## src/rtl/spike_rate_decoder.sv

```systemverilog
// Spike-rate decoder: counts spikes per channel over fixed windows of enabled
// cycles, snapshots the counts at each window end and streams them out one
// channel per valid/ready transfer.
module spike_rate_decoder #(
  parameter int N_CH    = 8,
  parameter int CNT_W   = 8,
  parameter int WIN_LEN = 16
) (
  input  logic                    clk,
  input  logic                    rst,
  input  logic                    en,
  input  logic [N_CH-1:0]         spike_in,
  output logic                    rate_valid,
  input  logic                    rate_ready,
  output logic [$clog2(N_CH)-1:0] rate_ch,
  output logic [CNT_W-1:0]        rate_val,
  output logic                    rate_last,
  output logic                    win_done,
  output logic                    overrun
);

  localparam int PTR_W = $clog2(N_CH);
  localparam int TMR_W = $clog2(WIN_LEN);
  localparam logic [CNT_W-1:0] CNT_MAX  = '1;
  localparam logic [TMR_W-1:0] TMR_LAST = TMR_W'(WIN_LEN - 1);
  localparam logic [PTR_W-1:0] PTR_LAST = PTR_W'(N_CH - 1);

  typedef enum logic {
    S_IDLE,
    S_STREAM
  } state_t;

  state_t           state_reg, state_next;
  logic [PTR_W-1:0] ptr_reg, ptr_next;
  logic [TMR_W-1:0] timer_reg;
  logic             overrun_reg, overrun_next;
  logic             win_done_reg;
  logic             load_snap;
  logic             win_end;

  // Saturating count including this cycle's spike, and the held snapshot.
  logic [CNT_W-1:0] cnt_sum  [N_CH];
  logic [CNT_W-1:0] snap_val [N_CH];

  assign win_end  = en && (timer_reg == TMR_LAST);
  assign win_done = win_done_reg;
  assign overrun  = overrun_reg;

  // Window timer: advances only on enabled cycles, wraps at the window end.
  always_ff @(posedge clk or posedge rst) begin
    if (rst) begin
      timer_reg <= '0;
    end else if (en) begin
      timer_reg <= (timer_reg == TMR_LAST) ? '0 : timer_reg + TMR_W'(1);
    end
  end

  generate
    for (genvar gi = 0; gi < N_CH; gi++) begin : g_ch
      logic [CNT_W-1:0] cnt_reg;
      logic [CNT_W-1:0] snap_reg;

      assign cnt_sum[gi]  = (spike_in[gi] && (cnt_reg != CNT_MAX)) ? cnt_reg + CNT_W'(1) : cnt_reg;
      assign snap_val[gi] = snap_reg;

      // Per-channel counter; the end-of-window spike goes into the snapshot,
      // so the counter restarts from zero for the next window.
      always_ff @(posedge clk or posedge rst) begin
        if (rst) begin
          cnt_reg <= '0;
        end else if (en) begin
          cnt_reg <= win_end ? '0 : cnt_sum[gi];
        end
      end

      // Snapshot is only reloaded when the streamer is free to take it.
      always_ff @(posedge clk or posedge rst) begin
        if (rst) begin
          snap_reg <= '0;
        end else if (load_snap) begin
          snap_reg <= cnt_sum[gi];
        end
      end
    end
  endgenerate

  // FSM state, stream pointer, sticky overrun flag and window-done pulse.
  always_ff @(posedge clk or posedge rst) begin
    if (rst) begin
      state_reg    <= S_IDLE;
      ptr_reg      <= '0;
      overrun_reg  <= 1'b0;
      win_done_reg <= 1'b0;
    end else begin
      state_reg    <= state_next;
      ptr_reg      <= ptr_next;
      overrun_reg  <= overrun_next;
      win_done_reg <= win_end;
    end
  end

  // Next-state and stream outputs; a window end coinciding with the final
  // accepted transfer reloads immediately instead of counting as an overrun.
  always_comb begin
    state_next   = state_reg;
    ptr_next     = ptr_reg;
    overrun_next = overrun_reg;
    load_snap    = 1'b0;
    rate_valid   = 1'b0;
    rate_ch      = '0;
    rate_val     = '0;
    rate_last    = 1'b0;
    case (state_reg)
      S_IDLE: begin
        if (win_end) begin
          load_snap  = 1'b1;
          ptr_next   = '0;
          state_next = S_STREAM;
        end
      end
      S_STREAM: begin
        rate_valid = 1'b1;
        rate_ch    = ptr_reg;
        rate_val   = snap_val[ptr_reg];
        rate_last  = (ptr_reg == PTR_LAST);
        if (win_end && rate_ready && (ptr_reg == PTR_LAST)) begin
          load_snap = 1'b1;
          ptr_next  = '0;
        end else begin
          if (win_end) begin
            overrun_next = 1'b1;
          end
          if (rate_ready) begin
            if (ptr_reg == PTR_LAST) begin
              ptr_next   = '0;
              state_next = S_IDLE;
            end else begin
              ptr_next = ptr_reg + PTR_W'(1);
            end
          end
        end
      end
      default: begin
        state_next = S_IDLE;
        ptr_next   = '0;
      end
    endcase
  end

endmodule

```

## config.mk

```make
export PLATFORM = sky130hd
export DESIGN_NAME = spike_rate_decoder
export DESIGN_NICKNAME = d
export VERILOG_FILES = /design/src/rtl/spike_rate_decoder.sv
export SDC_FILE = /design/constraint.sdc
export NUM_CORES = 1
export LEC_CHECK = 0
export ABC_CLOCK_PERIOD_IN_PS = 11850
export CAP_MARGIN = 20
export CORE_MARGIN = 2
export CORE_UTILIZATION = 35
export CTS_CLUSTER_DIAMETER = 150
export DETAILED_ROUTE_END_ITERATION = 16
export DONT_BUFFER_PORTS = 1
export PLACE_DENSITY = 0.52
export SYNTH_ARGS = -nofsm -noshare
export SYNTH_HDL_FRONTEND = slang
export SYNTH_SLANG_ARGS = --single-unit
```

## constraint.sdc

```tcl
create_clock -name clk -period 11.85 [get_ports clk]
set_input_delay 1.7775 -clock clk [delete_from_list [all_inputs] [get_ports clk]]
set_output_delay 1.7775 -clock clk [all_outputs]
set_load 0.01 [all_outputs]
```

; Yosys cells after proc, flatten, opt, wreduce, memory -nomap -nowiden
; Cells that the tools add are included.
[word_totals]
reg_bits = 138
output_inout_bits = 15
[classes]
add_sub_neg = 10
magnitude_cmp = 1
n_eq_ne = 12
muxes = 36
bitwise = 3
n_reduce_logical = 13
[ops]
columns = cell, n
row1 = 8-bit 2-to-1 mux, 19
row2 = 8-bit by 1-bit adder with 8-bit output (second input constant), 8
row3 = 8-bit != test (second input constant), 8
row4 = 8-bit binary-select mux with 3-bit select, 1
row5 = 3-bit 2-to-1 mux, 5
row6 = 1-bit logical AND, 11
row7 = 1-bit 2-to-1 mux, 7
row8 = 3-bit one-hot mux with 2 select lines, 1
row9 = 4-bit by 1-bit adder with 4-bit output (second input constant), 1
row10 = 4-bit equality test (second input constant), 1
row11 = 4-bit >= comparator (second input constant), 1
row12 = 4-bit 2-to-1 mux, 1
row13 = 3-bit NOT with 4-bit output, 1
row14 = 1-bit one-hot mux with 2 select lines, 2
row15 = 3-bit by 1-bit adder with 3-bit output (second input constant), 1
row16 = 3-bit equality test (second input constant), 1
row17 = 3-bit by 2-bit != test with 1-bit output (second input constant), 1
row18 = 3-bit AND reduction, 1
row19 = 2-bit != test (second input constant), 1
row20 = 1-bit NOT, 2
row21 = 2-bit AND reduction, 1

; Logic depth before layout (Yosys ltp)
[depth]
ltp_word = 6
ltp_mapped = 9

; Least setup slack after synthesis
; No wires, ideal clock.
[synth_path]
path_kind = register to output
from = register ptr_reg[0]
to = output port rate_val[0]
arrival_ns = 1.350
required_time_ns = 10.073
path_slack_ns = 8.722
stages_incl_launch_ff = 6
n_path_buf = 2
cell_sequence = dfrtp_1 buf_2 buf_2 mux4_2 mux2i_1 nor2b_1
[synth_between]
elab_chain_cells = 5
[synth_rtl]
columns = element, line_no
row1 = start: declaration, 34  ; logic [PTR_W-1:0] ptr_reg, ptr_next;
row2 = start signal: assignment, 96  ; ptr_reg <= ptr_next;
row3 = 3-bit NOT with 4-bit output (not written as such), 124  ; rate_val = snap_val[ptr_reg];
row4 = 8-bit binary-select mux with 3-bit select, 124
row5 = 8-bit 2-to-1 mux (not written as such) (2 in a row), 124
row6 = 8-bit 2-to-1 mux, 113  ; case (state_reg)
row7 = end: declaration, 16  ; output logic [CNT_W-1:0] rate_val,
; Every way passes these cells. The select of a mux whose other input is x is not followed.

; Final worst setup path
[layout_path]
from = register ptr_reg[0]
to = output port rate_val[6]
; Same word-level chain as after synthesis.

==> summary by stage <==
Status
The flow ran to the end, and the final reports show no timing, DRC or antenna violations.

Finish
The area growth from synthesis to layout is 9.69%. The layout net count is 785. The final cell count without fillers is 1055. The proportion of layout cells with a drive suffix above 1 is 10.3%.

0 antenna diodes ended up in the layout.

Drt
In this run the remaining antenna-violating nets after routing total 0. For this block, the initial DRC count from the detailed router was 453. The post-detailed-route via-to-cell ratio is 5.55. For this run, the detailed router's first-pass iteration total came to 4. The total wire length after detailed routing is 19.0 mm.

The total DRC errors in the routed layout is 0. The routed length per instance is 18.0 um. Summing over every cut layer, the via total after detailed routing is 5850. The met3 wire length is 884 um. The detailed router used layers up to and including met4. The routed design uses 8.52 mm of met2 wire. The routed length on met1 is 9.35 mm.

Global routing
The global-route congestion overflow total is 0. The first global-routing pass estimated 31.1 mm of wire. The largest net degree at the start of global routing is 78.

The number of global-route vias before repair is 5515. The number of antenna violations at the first check in global routing is 0. Across every metal layer, demand over resource in global routing totals 16.9%.

Clock tree
The number of buffers between clock root and the deepest sink is 2. The tree built by TritonCTS fans out to 138 sinks. Buffers inserted to repair hold after CTS numbered 0.

The post-CTS clock slew at the launch and capture registers of the worst setup and hold paths is 60 ps. The number of clock buffers inserted by TritonCTS is 17. The tree is rooted in a clkbuf_16. After clock tree synthesis, the repair step resized 0 gates.

The later-pin clock latency in the skew report is 420 ps. In this run the post-CTS setup repair buffer count came out at 0. The H-tree was split into 4 levels. TritonCTS built the clock tree.

Yosys
Counting flops with a built-in enable in the synthesized netlist gives 0. Summing the sequential cell areas from Yosys gives 45.0% of the chip area. Sorting the synthesized cells by how often they occur yields dfrtp_1 (138), nand2_1 (83), o21ai_0 (77). After synthesis the cells add up to 7670 um^2. The dominant synthesized flop cell is dfrtp_1.

The top cell type by total area after synthesis is dfrtp_1. Of the post-synthesis cell area, the part taken by muxes is 7.91%. The cell count after synthesis is 798. The number of synthesized register bits is 138. The share of flip-flops with an asynchronous set or reset is 100%. The most used standard cell by instance count after synthesis is dfrtp_1. The adder-cell share of the synthesized area is 1.79%.

The average size of a mapped cell is 9.61 um^2. The share of the synthesized area in the top cell type is 45.0%. For this run, the number of Yosys warnings is 0. The synthesized netlist devotes 21.6% of its cell area to compound gates. After synthesis, the netlist uses 59 different library cells. Ranked by total cell area, the synthesized netlist is headed by dfrtp_1 (45%), o21ai_0 (5.0%), mux4_2 (4.7%), a21oi_1 (4.3%), nand2_1 (4.1%). The dominant combinational cell family by area after synthesis is compound AO/OA/AOI/OAI gates. The parity-gate share of the synthesized area counting xor and xnor cells is 2.74%. The share of synthesized cell area in and, or, nand and nor gates is 16.4%. The synthesized net count is 821.

Floorplanning
The area of the die is 23100 um^2. Once the floorplan was initialized, standard cells occupied 35.4% of the core. The number of rows created at floorplan is 54. Measured along the x axis, the die boundary spans 152 um. The vertical extent of the die is 152 um.

Pin placement for this block handled 27 I/O pins. The placeable core region is 21700 um^2.

Critical path
The startpoint-to-endpoint class of the critical path is reg2out. Of all nets on the critical path, the largest fanout is 20. The arrival time of the worst setup path is 2320 ps.

For the worst setup path, the data required time is 10070 ps. The kind of end point of the critical path is a primary output. The startpoint class of the critical path is a flop.

Placed design
In this run, placement finished with an instance count of 1021. Input and output buffers added on the ports amount to 0. After legalization and detailed placement, the total HPWL measured 12.8 mm. The final weighted congestion in routability-driven placement is 0.771.

STA
For the pin with the worst max-slew slack, the measured transition is 935 ps. The number of pins exceeding their max-slew limit in the final report is 0. Headroom to the max-slew limit came out at 37.6%. The clock arrives with 5.70 ps of skew. The total of endpoints with negative setup slack in the final report is 0. Hold timing on the final database bottoms out at a slack of 479 ps. The post-route minimum period is 4100 ps.

Adding up every negative setup slack in the final design gives 0 ps. The final period utilization is 34.6%. Setup repair after global routing left no endpoint under its margin. The number of hold-slack violations in the final timing report is 0. The maximum clock frequency is 244 MHz.

Pwr
For this design the ratio of total power to cell area is 177 nW/um^2. The highest ir drop seen on vdd is 0.0950 mV. The leakage power total is 3.44 nW.

Worst hold path
The tightest min-delay check is of the reg2reg type.

Job
The max capacitance violation total is 0.
==> cells in the final DEF (no fill, tap or decap), types with 11 or more instances in the layout <==
cell type / Yosys / routed
nor2_1: 50 / 50
nor3_1: 11 / 11
nand3_1: 31 / 31
a21o_1: 11 / 11
inv_1: 15 / 14
ha_1: 11 / 11
xnor2_1: 23 / 23
dfrtp_1: 138 / 138
mux4_2: 16 / 16
mux2i_1: 19 / 19
a22o_1: 12 / 12
a31oi_1: 21 / 21
o21a_1: 13 / 13
o21ai_0: 77 / 77
a21oi_1: 66 / 66
nand2_1: 83 / 83
clkbuf_16: 0 / 17
nand4_1: 19 / 19
and4_1: 11 / 11
==> final cells by class <==
| cell class | instances | area (um^2) |
|---|---|---|
| clock buffer | 26 | 529 |
| clock inverter | 6 | 82.6 |
| fill | 2145 | 13300 |
| multi-input combinational | 584 | 3870 |
| inverter | 15 | 61.3 |
| sequential | 138 | 3450 |
| timing repair buffer | 6 | 65.1 |
| tap | 280 | 350 |
==> stage by stage <==
step	setup slack [ps]	utilization, %	instance area (um^2)	total power, mW
after floorplan	6380	-	7670	0.874
after global placement	8210	35.8	7760	0.945
after detailed placement	8140	35.8	7760	0.950
after CTS	7690	38.6	8380	1.50
after global routing	7560	38.8	8410	1.57
final	7750	38.8	8410	1.49
==> routing by layer <==
layer,vias to the layer above,GRT usage [%]
li1,2877,-
met4,0,4.90
met2,100,25.1
met5,-,0
met1,2848,24.2
met3,25,4.45
==> where the power goes <==
group	internal, mW	switching (mW)
clock	0.348	0.200
sequential	0.548	0.116
combinational	0.141	0.135
total	1.04	0.452
==> worst max-delay path, stage by stage, from the launching register on <==
cell and delay (ps):
dfrtp_1 950, mux4_2 610, mux2i_1 210, nor2b_1 120
==> worst paths after layout <==
check,from,endpoint,slack (ps),depth (start not counted)
max in group asynchronous,rst,g_ch[4].snap_reg[4],9540,3
hold / removal,g_ch[6].snap_reg[0],g_ch[6].snap_reg[0],480,2
setup reg to reg,ptr_reg[0],g_ch[1].snap_reg[4],8700,7
hold reg to reg,g_ch[6].snap_reg[0],g_ch[6].snap_reg[0],480,2
min in group asynchronous,rst,g_ch[0].cnt_reg[7],1290,1
setup / recovery,ptr_reg[0],rate_val[6],7750,3
==> logic make-up (layout without fill, tap and decap cells) <==
logic type,count (synthesis),after routing
buffers and inverters,76,53
adders and majority gates,11,11
DFF,138,138
and+or+nand+nor,253,253
AOI/OAI and AO/OA,256,256
muxes,40,40
xor gates and xnor gates,24,24
(Power assumes the default switching activity.)
